### config.mk
export PLATFORM = sky130hd
export DESIGN_NAME = kbd_mem_writer
export DESIGN_NICKNAME = d
export VERILOG_FILES = /design/src/rtl/kbd_pkg.sv /design/src/rtl/ps2_rx.sv /design/src/rtl/kbd_mem_writer.sv
export SDC_FILE = /design/constraint.sdc
export NUM_CORES = 1
export LEC_CHECK = 0
export BUFFER_PORTS_ARGS = -buffer_cell sky130_fd_sc_hd__buf_2
export CAP_MARGIN = 20
export CORE_MARGIN = 5
export CORE_UTILIZATION = 59
export CTS_CLUSTER_SIZE = 14
export DETAILED_ROUTE_END_ITERATION = 12
export MAX_ROUTING_LAYER = met4
export PLACE_DENSITY = 0.85
export SETUP_SLACK_MARGIN = 0.05
export SYNTH_ARGS = -nofsm -noshare
export SYNTH_HDL_FRONTEND = slang
export SYNTH_SLANG_ARGS = --single-unit
export TNS_END_PERCENT = 30
### constraint.sdc
create_clock -name clk -period 3.3 [get_ports clk]
set_input_delay 0.495 -clock clk [delete_from_list [all_inputs] [get_ports clk]]
set_output_delay 0.495 -clock clk [all_outputs]
set_load 0.02 [all_outputs]
### src/rtl/kbd_pkg.sv
// Shared constants for the PS/2 keyboard-to-memory ring writer:
// default memory map, PS/2 frame layout and memory FSM encoding.
package kbd_pkg;

    localparam logic [31:0] DEF_BUF_BASE    = 32'h0000_1000;
    localparam int          DEF_BUF_WORDS   = 16;
    localparam logic [31:0] DEF_HEAD_ADDR   = 32'h0000_0FF8;
    localparam logic [31:0] DEF_TAIL_ADDR   = 32'h0000_0FFC;
    localparam int          DEF_READ_LAT    = 2;
    localparam int          DEF_TIMEOUT_CYC = 50000;

    localparam int   FRAME_BITS = 11;
    localparam logic START_BIT  = 1'b0;
    localparam logic STOP_BIT   = 1'b1;

    typedef enum logic [2:0] {
        ST_IDLE,
        ST_RD_TAIL,
        ST_CHECK,
        ST_WR_DATA,
        ST_WR_HEAD
    } mem_state_t;

endpackage

### src/rtl/ps2_rx.sv
// PS/2 receiver: synchronises the raw lines, shifts in 11-bit frames on
// falling clock edges and reports either a one-cycle code strobe or an error pulse.
module ps2_rx
    import kbd_pkg::*;
#(
    parameter int TIMEOUT_CYC = DEF_TIMEOUT_CYC
) (
    input  logic       clk,
    input  logic       rst,
    input  logic       ps2_clk,
    input  logic       ps2_data,
    output logic [7:0] code,
    output logic       code_valid,
    output logic       frame_err
);

    localparam int TW = $clog2(TIMEOUT_CYC + 1);

    logic          clk_s1, clk_s2, clk_prev;
    logic          data_s1, data_s2;
    logic [3:0]    bit_cnt;
    logic [9:0]    shreg;
    logic [TW-1:0] idle_cnt;
    logic          fall;
    logic [10:0]   frame;
    logic          good;

    assign fall  = clk_prev & ~clk_s2;
    // The final bit is still on the line, so the full frame is assembled here.
    assign frame = {data_s2, shreg};
    assign good  = (frame[0] == START_BIT) && (frame[10] == STOP_BIT) && (^frame[9:1]);

    always_ff @(posedge clk) begin
        if (rst) begin
            clk_s1     <= 1'b1;
            clk_s2     <= 1'b1;
            clk_prev   <= 1'b1;
            data_s1    <= 1'b1;
            data_s2    <= 1'b1;
            bit_cnt    <= '0;
            shreg      <= '0;
            idle_cnt   <= '0;
            code       <= '0;
            code_valid <= 1'b0;
            frame_err  <= 1'b0;
        end else begin
            clk_s1     <= ps2_clk;
            clk_s2     <= clk_s1;
            clk_prev   <= clk_s2;
            data_s1    <= ps2_data;
            data_s2    <= data_s1;
            code_valid <= 1'b0;
            frame_err  <= 1'b0;
            if (fall) begin
                idle_cnt <= '0;
                if (bit_cnt == 4'(FRAME_BITS - 1)) begin
                    bit_cnt <= '0;
                    if (good) begin
                        code       <= frame[8:1];
                        code_valid <= 1'b1;
                    end else begin
                        frame_err <= 1'b1;
                    end
                end else begin
                    shreg   <= {data_s2, shreg[9:1]};
                    bit_cnt <= bit_cnt + 4'd1;
                end
            end else if (bit_cnt != '0) begin
                // A stalled frame is abandoned so the next start bit realigns us.
                if (idle_cnt == TW'(TIMEOUT_CYC - 1)) begin
                    bit_cnt   <= '0;
                    idle_cnt  <= '0;
                    frame_err <= 1'b1;
                end else begin
                    idle_cnt <= idle_cnt + 1'b1;
                end
            end
        end
    end

endmodule

### src/rtl/kbd_mem_writer.sv
// Keyboard ring writer: buffers one received scancode and pushes it into a
// memory ring shared with the CPU, publishing the new head after each entry.
module kbd_mem_writer
    import kbd_pkg::*;
#(
    parameter logic [31:0] BUF_BASE    = DEF_BUF_BASE,
    parameter int          BUF_WORDS   = DEF_BUF_WORDS,
    parameter logic [31:0] HEAD_ADDR   = DEF_HEAD_ADDR,
    parameter logic [31:0] TAIL_ADDR   = DEF_TAIL_ADDR,
    parameter int          READ_LAT    = DEF_READ_LAT,
    parameter int          TIMEOUT_CYC = DEF_TIMEOUT_CYC
) (
    input  logic        clk,
    input  logic        rst,
    input  logic        ps2_clk,
    input  logic        ps2_data,
    output logic [31:0] io_addr,
    output logic        io_wren,
    output logic [31:0] io_wdata,
    input  logic [31:0] io_rdata,
    output logic        overflow,
    output logic        frame_err,
    output logic        busy
);

    localparam int IW = $clog2(BUF_WORDS);
    localparam int RW = $clog2(READ_LAT + 1);

    mem_state_t    state, state_nxt;
    logic [IW-1:0] head, tail, head_inc;
    logic          pend_valid;
    logic [7:0]    pend_code;
    logic [RW-1:0] rd_cnt;
    logic          rd_done, full, free;
    logic [31:0]   addr_q, wdata_q;
    logic [7:0]    rx_code;
    logic          rx_valid, rx_err;
    logic          rdata_unused;

    ps2_rx #(.TIMEOUT_CYC(TIMEOUT_CYC)) u_rx (
        .clk        (clk),
        .rst        (rst),
        .ps2_clk    (ps2_clk),
        .ps2_data   (ps2_data),
        .code       (rx_code),
        .code_valid (rx_valid),
        .frame_err  (rx_err)
    );

    assign head_inc     = head + 1'b1;
    assign full         = (head_inc == tail);
    assign rd_done      = (rd_cnt == RW'(READ_LAT - 1));
    assign free         = ((state == ST_CHECK) && full) || (state == ST_WR_HEAD);
    assign busy         = (state != ST_IDLE);
    assign rdata_unused = ^io_rdata[31:IW];

    always_ff @(posedge clk) begin
        if (rst) state <= ST_IDLE;
        else     state <= state_nxt;
    end

    always_comb begin
        state_nxt = state;
        case (state)
            ST_IDLE:    if (pend_valid) state_nxt = ST_RD_TAIL;
            ST_RD_TAIL: if (rd_done) state_nxt = ST_CHECK;
            ST_CHECK:   state_nxt = full ? ST_IDLE : ST_WR_DATA;
            ST_WR_DATA: state_nxt = ST_WR_HEAD;
            ST_WR_HEAD: state_nxt = ST_IDLE;
            default:    state_nxt = ST_IDLE;
        endcase
    end

    // Bus values persist through addr_q/wdata_q when no state drives them.
    always_comb begin
        io_addr  = addr_q;
        io_wdata = wdata_q;
        io_wren  = 1'b0;
        case (state)
            ST_RD_TAIL: io_addr = TAIL_ADDR;
            ST_WR_DATA: begin
                io_addr  = BUF_BASE + 32'({head, 2'b00});
                io_wren  = 1'b1;
                io_wdata = {24'b0, pend_code};
            end
            ST_WR_HEAD: begin
                io_addr  = HEAD_ADDR;
                io_wren  = 1'b1;
                io_wdata = 32'(head_inc);
            end
            default: ;
        endcase
    end

    always_ff @(posedge clk) begin
        if (rst) begin
            head       <= '0;
            tail       <= '0;
            pend_valid <= 1'b0;
            pend_code  <= '0;
            rd_cnt     <= '0;
            addr_q     <= '0;
            wdata_q    <= '0;
            overflow   <= 1'b0;
            frame_err  <= 1'b0;
        end else begin
            addr_q  <= io_addr;
            wdata_q <= io_wdata;
            rd_cnt  <= ((state == ST_RD_TAIL) && !rd_done) ? rd_cnt + 1'b1 : '0;
            if ((state == ST_RD_TAIL) && rd_done) tail <= io_rdata[IW-1:0];
            if (state == ST_WR_HEAD) head <= head_inc;
            if (rx_err) frame_err <= 1'b1;
            if ((state == ST_CHECK) && full) overflow <= 1'b1;
            // A code arriving as the slot frees takes the slot rather than being lost.
            if (rx_valid) begin
                if (pend_valid && !free) begin
                    overflow <= 1'b1;
                end else begin
                    pend_valid <= 1'b1;
                    pend_code  <= rx_code;
                end
            end else if (free) begin
                pend_valid <= 1'b0;
            end
        end
    end

endmodule

Yosys cells after proc, flatten, opt, wreduce, memory -nomap -nowiden
Cells that the tools add are included.
- bits in registers: 133
- bits of input ports: 36
- word-level logic and storage cells: 94
- add/subtract/negate cells: 5
- equal/unequal tests: 11
- multiplexer cells: 24
- bitwise logic cells: 7
- reduce and logical (&&, ||, !) cells: 26
- operator list (operator ; number):
    $pmux W32 S3 ; 1
    $pmux W32 S2 ; 1
    $add A16 B1 Y16 const B ; 1
    $eq A16 B16 Y1 const B ; 1
    $mux W16 ; 1
    $mux W4 ; 4
    $add A13 B6 Y14 const A ; 1
    $mux W1 ; 13
    $pmux W3 S4 ; 1
    $reduce_and A2 Y1 ; 5
    $reduce_xor A9 Y1 ; 1
    $add A4 B1 Y4 const B ; 2
    $eq A3 B2 Y1 const B ; 2
    $logic_and A1 B1 Y1 ; 6
    $mux W3 ; 2
    $ne A2 B2 Y1 const B ; 3
    $not A1 Y1 ; 6
    $reduce_bool A2 Y1 ; 3
    $reduce_or A2 Y1 ; 3
    $eq A4 B4 Y1 ; 1
    $eq A4 B4 Y1 const B ; 1
    $reduce_bool A4 Y1 ; 1
    $eq A3 B1 Y1 const B ; 1
    $eq A3 B3 Y1 const B ; 1
    10 further kinds ; 11

Longest topological paths before layout
- depth in word-level cells: 8
- gate-level depth with buffers: 9
- gate-level depth less buffers: 7

Hierarchy
A second synthesis with hierarchy kept.
- cells, all modules: 580
- area, all modules: 5466.5 um2
- modules (own cells, without submodules) (module ; times used ; cells an instance ; area an instance (um2)):
    kbd_mem_writer ; 1 ; 358 ; 3474.6
    ps2_rx ; 1 ; 222 ; 1991.9

Least setup slack after synthesis
Ideal clock, no wire load.
- path kind: register to output
- from: register state[0]
- to: output io_addr[17]
- data arrival time: 1.552 ns
- setup slack: 1.253 ns
- cell stages (with the launch flop): 6
- buffers on the path: 3
- path through: dfxtp_1 -> clkbuf_1 -> or3b_2 -> clkbuf_1 -> clkbuf_1 -> and3_1
- longest elaborated chain between the ends: 2
- elaborated cells between the ends (all ways): 4
- RTL lines (element ; RTL line ; RTL):
    from (decl) ; kbd_mem_writer.sv:29 ; mem_state_t state, state_nxt;
    from (signal assigned) ; kbd_mem_writer.sv:59 ; else state <= state_nxt;
    $eq A3 B3 Y1 (tied with other cells) ; kbd_mem_writer.sv:79 ; case (state)
    $pmux W32 S3 * ; kbd_mem_writer.sv:79 ;
    to (decl) ; kbd_mem_writer.sv:17 ; output logic [31:0] io_addr,
Every way passes the cells marked *; elsewhere a longest branch is shown, timed or not.

Final worst setup path
- from: register state[0]
- to: output io_wdata[1]
- longest elaborated chain between the ends: 2
- elaborated cells between the ends (all ways): 3
- RTL lines (element ; RTL line ; RTL):
    $eq A3 B3 Y1 / $eq A3 B2 Y1 (equally long branches) ; kbd_mem_writer.sv:79 ;
    $pmux W32 S2 * ; kbd_mem_writer.sv:79 ;
    to (decl) ; kbd_mem_writer.sv:19 ; output logic [31:0] io_wdata,
Marks and branches as above.

==> results.txt <==
FILL cells -> 617
Power Total -> 0.003650 W
total vias in the final route -> 4,082
Worst-Skew Late Latency -> 0.52 ns
CTS H-tree lvls -> 4
RSZ-0062 raised after global routing -> no
DIE AREA -> 0.01090 mm2
Async SR Flop Fraction -> 0%
area delta synth->final -> 19.72%
Starting Density -> 60.30%
Slew Limit Fails -> 0
Die Height -> 104.4 um
Clock power frac -> 54.2%
Routed WL -> 11,130 um
DR WL/cell -> 15.00 um
hold_ws -> 0.1593 ns
dominant cells by area after synthesis -> dfxtp_1 (51%), and2_1 (5.7%), and3_1 (5.7%)
Worst Path Max Fanout -> 20
Peak supply drop -> 0.0004233 V
reg-to-reg endpoint -> pend_code[1]$_SDFFE_PP0P_
Syn Area/Cell -> 9.424 um2
Die Wd -> 104.4 um
Placer Congestion -> 0.7923
most common cell in the netlist -> dfxtp_1
critical path type -> register to output pin
Reg clk slew, reported paths -> 0.06 ns
endpoints failing setup -> 0
port bufs -> 75
Reg power frac -> 44.3%
Core Footprint -> 0.008721 mm2
vias in the first global route -> 4,143
# rows -> 34
Crit path largest cell delay -> 0.49 ns
Clk Tree Root Cell -> clkbuf_8
worst-path cell chain -> nor2b_1, and2_1, a21oi_2, a221o_1, buf_2
fraction of the cycle the final worst path needs -> 88.87%
Post-Syn Area -> 0.005259 mm2
relative slew slack -> 39.73%
initial antenna violation count -> 0
CP startpoint kind -> register
Yosys top cell area share -> 50.63%
via/cell ratio -> 5.501
GRT Resource Usage Total -> 22.01%
Pre-antenna DRT Iters -> 4
CTS tree -> yes
largest net degree at the start of global routing -> 50
Crit path arrival time -> 2.44 ns
ANT nets after route -> 0
DRC viols -> 0
setup bufs post-CTS -> 0
worst hold path type -> input pin to register
# nets final -> 663
Post-synth top cells -> dfxtp_1 (133), nor2_1 (60), and2_1 (48), and3_1 (48), nand2_1 (32)
PwrDens -> 579.7 mW/mm2
CP endpoint kind -> output pin
share of layout cells above drive strength 1 -> 19.72%
Clock Skews -> 0.006081 ns
Switch Pwr -> 0.0007734 W
Detail Placement HPWL -> 7201 um
outcome -> finished clean
Worst Reg-to-Reg Cells -> 5
global-route wire length before repair -> 19,290 um
Crit-path slowest cell -> dfxtp_2
leakage -> 2.887 nW
Sw Ratio -> 21.19%
final hold vios -> 0
Pint -> 0.002877 W
cell depth of the worst hold path -> 2
CTS buffer count -> 17
yosys synthesis warning count -> 0
Synth Instances -> 558
Util after Layout -> 72.20%
gr ovfl total -> 0
R2R Setup Slk -> 0.97 ns
largest area contributor in the netlist -> dfxtp_1
cts hold-fix bufs -> 0
CP required -> 2.80 ns
synth unique cells -> 48
area of the multi-input gates -> 0.002435 mm2
hold path startpoint -> ps2_clk
Tmin final -> 2.933 ns
EDFF count, synth -> 0
synthesized net count -> 600
clk sink count -> 133
max_cap viols -> 0
setup TNS -> 0 ns
fraction of power consumed by combinational cells -> 1.5%
clk buf depth -> 2
Worst Tran Pin Value -> 0.9007 ns
Seq/Total Area, Yosys -> 50.63%
r2r startpoint -> state[1]$_SDFFE_PP0P_
# IOs -> 104
Post-CTS Resized -> 0
DRT iter0 DRCs -> 152
FF/Latch Area -> 0.002665 mm2
WHS Endpoint -> u_rx.clk_s1$_SDFF_PP1_
Top FF cell, synth -> dfxtp_1
FMAX -> 0.3410 GHz
n_diodes -> 0
Yosys reg bits -> 133
[metrics by stage]
| stage | instance area (um2) | setup WS [ns] | instances |
|---|---|---|---|
| floorplan | 5259 | 1.253 | 558 |
| global placement | 5664 | 0.7935 | 710 |
| detailed placement | 5664 | 0.7360 | 710 |
| CTS | 6294 | 0.1787 | 742 |
| global route | 6296 | 0.1964 | 742 |
| finish | 6296 | 0.3673 | 742 |
[final cells by class]
type / count / area share (%)
sequential: 133 / 42.33
multi-input combinational: 383 / 38.67
clock buffer: 17 / 6.578
timing repair buffer: 79 / 6.439
clock inverter: 15 / 3.418
tap: 108 / 2.146
inverter: 7 / 0.4173
[critical path: cells and delay by family, from the launching register on]
| family | cells | cell delay, ns |
|---|---|---|
| buffers and inverters | 1 | 0.18 |
| flip-flops | 1 | 0.49 |
| AO/OA/AOI/OAI | 2 | 0.59 |
| AND/OR/NAND/NOR | 2 | 0.65 |
[cell usage in the layout, fill, tap and decap left out, drive strengths merged, types with 2 or more instances in the layout]
| cell type | instances |
|---|---|
| nand2 | 32 |
| clkinv | 4 |
| o21ai | 12 |
| nor2 | 60 |
| nand3b | 4 |
| inv | 14 |
| and2 | 48 |
| nor3 | 3 |
| a211oi | 3 |
| nor2b | 16 |
| nor4bb | 2 |
| nand4 | 7 |
| ha | 6 |
| a21oi | 18 |
| a31oi | 8 |
| xor2 | 11 |
| mux2i | 22 |
| and3 | 48 |
| nand2b | 10 |
| o22a | 3 |
| o31ai | 2 |
| nor4 | 4 |
| or2 | 5 |
| bufinv | 4 |
| buf | 79 |
| nor4b | 2 |
| or3 | 4 |
| dfxtp | 133 |
| xnor2 | 16 |
| a221o | 4 |
| clkbuf | 17 |
| nand3 | 15 |
| or3b | 2 |
| a22o | 4 |
[sequential cells by signal (all words and copies together) (netlist names), 2 cells and up]
register and cells:
head 4, u_rx.idle_cnt 16, u_rx.bit_cnt 4, u_rx.shreg 10, tail 4, wdata_q 32
rd_cnt 2, addr_q 32, pend_code 8, u_rx.code 8, state 3
[cells by family (layout without fill, tap and decap cells)]
group,Yosys count,in the layout,synth area share [%]
multiplexers,22,22,4.425
XOR/XNOR,29,29,5.377
buffers and inverters,42,118,3.069
adder cells (fa/ha/maj),6,6,1.428
AND/OR/NAND/NOR,267,267,27.67
AO/OA/AOI/OAI,59,59,7.400
flip-flops,133,133,50.63
[power by group through the flow]
stage | Combinational, W | Clock (W) | Sequential [W]
global route | 0.0000616 | 0.00209 | 0.00162
finish | 0.0000542 | 0.00198 | 0.00162
CTS | 0.0000547 | 0.00200 | 0.00162
global placement | 0.0000522 | 0 | 0.00165
detailed placement | 0.0000539 | 0 | 0.00165
floorplan | 0.0000398 | 0 | 0.00165
[worst max path at each step]
stage	from	endpoint	slack [ns]	cells after the start
global route	state[0]$_SDFFE_PP0P_	io_wdata[1]	0.20	5
detailed placement	state[0]$_SDFFE_PP0P_	io_wdata[1]	0.74	5
finish	state[0]$_SDFFE_PP0P_	io_wdata[1]	0.37	5
CTS	state[0]$_SDFFE_PP0P_	io_wdata[1]	0.18	5
floorplan	state[0]$_SDFFE_PP0P_	io_addr[17]	1.25	5
global placement	state[0]$_SDFFE_PP0P_	io_wdata[1]	0.79	5
[metal layers]
layer  vias up  GRT usage (%)  part of all wire [%]
met5         -              -                     0
met4         0          7.123                   1.9
met3        24          7.263                   5.5
met2       110          35.02                    49
met1      1929          26.37                    44
li1       2019              -                     -
(Power assumes the default switching activity.)
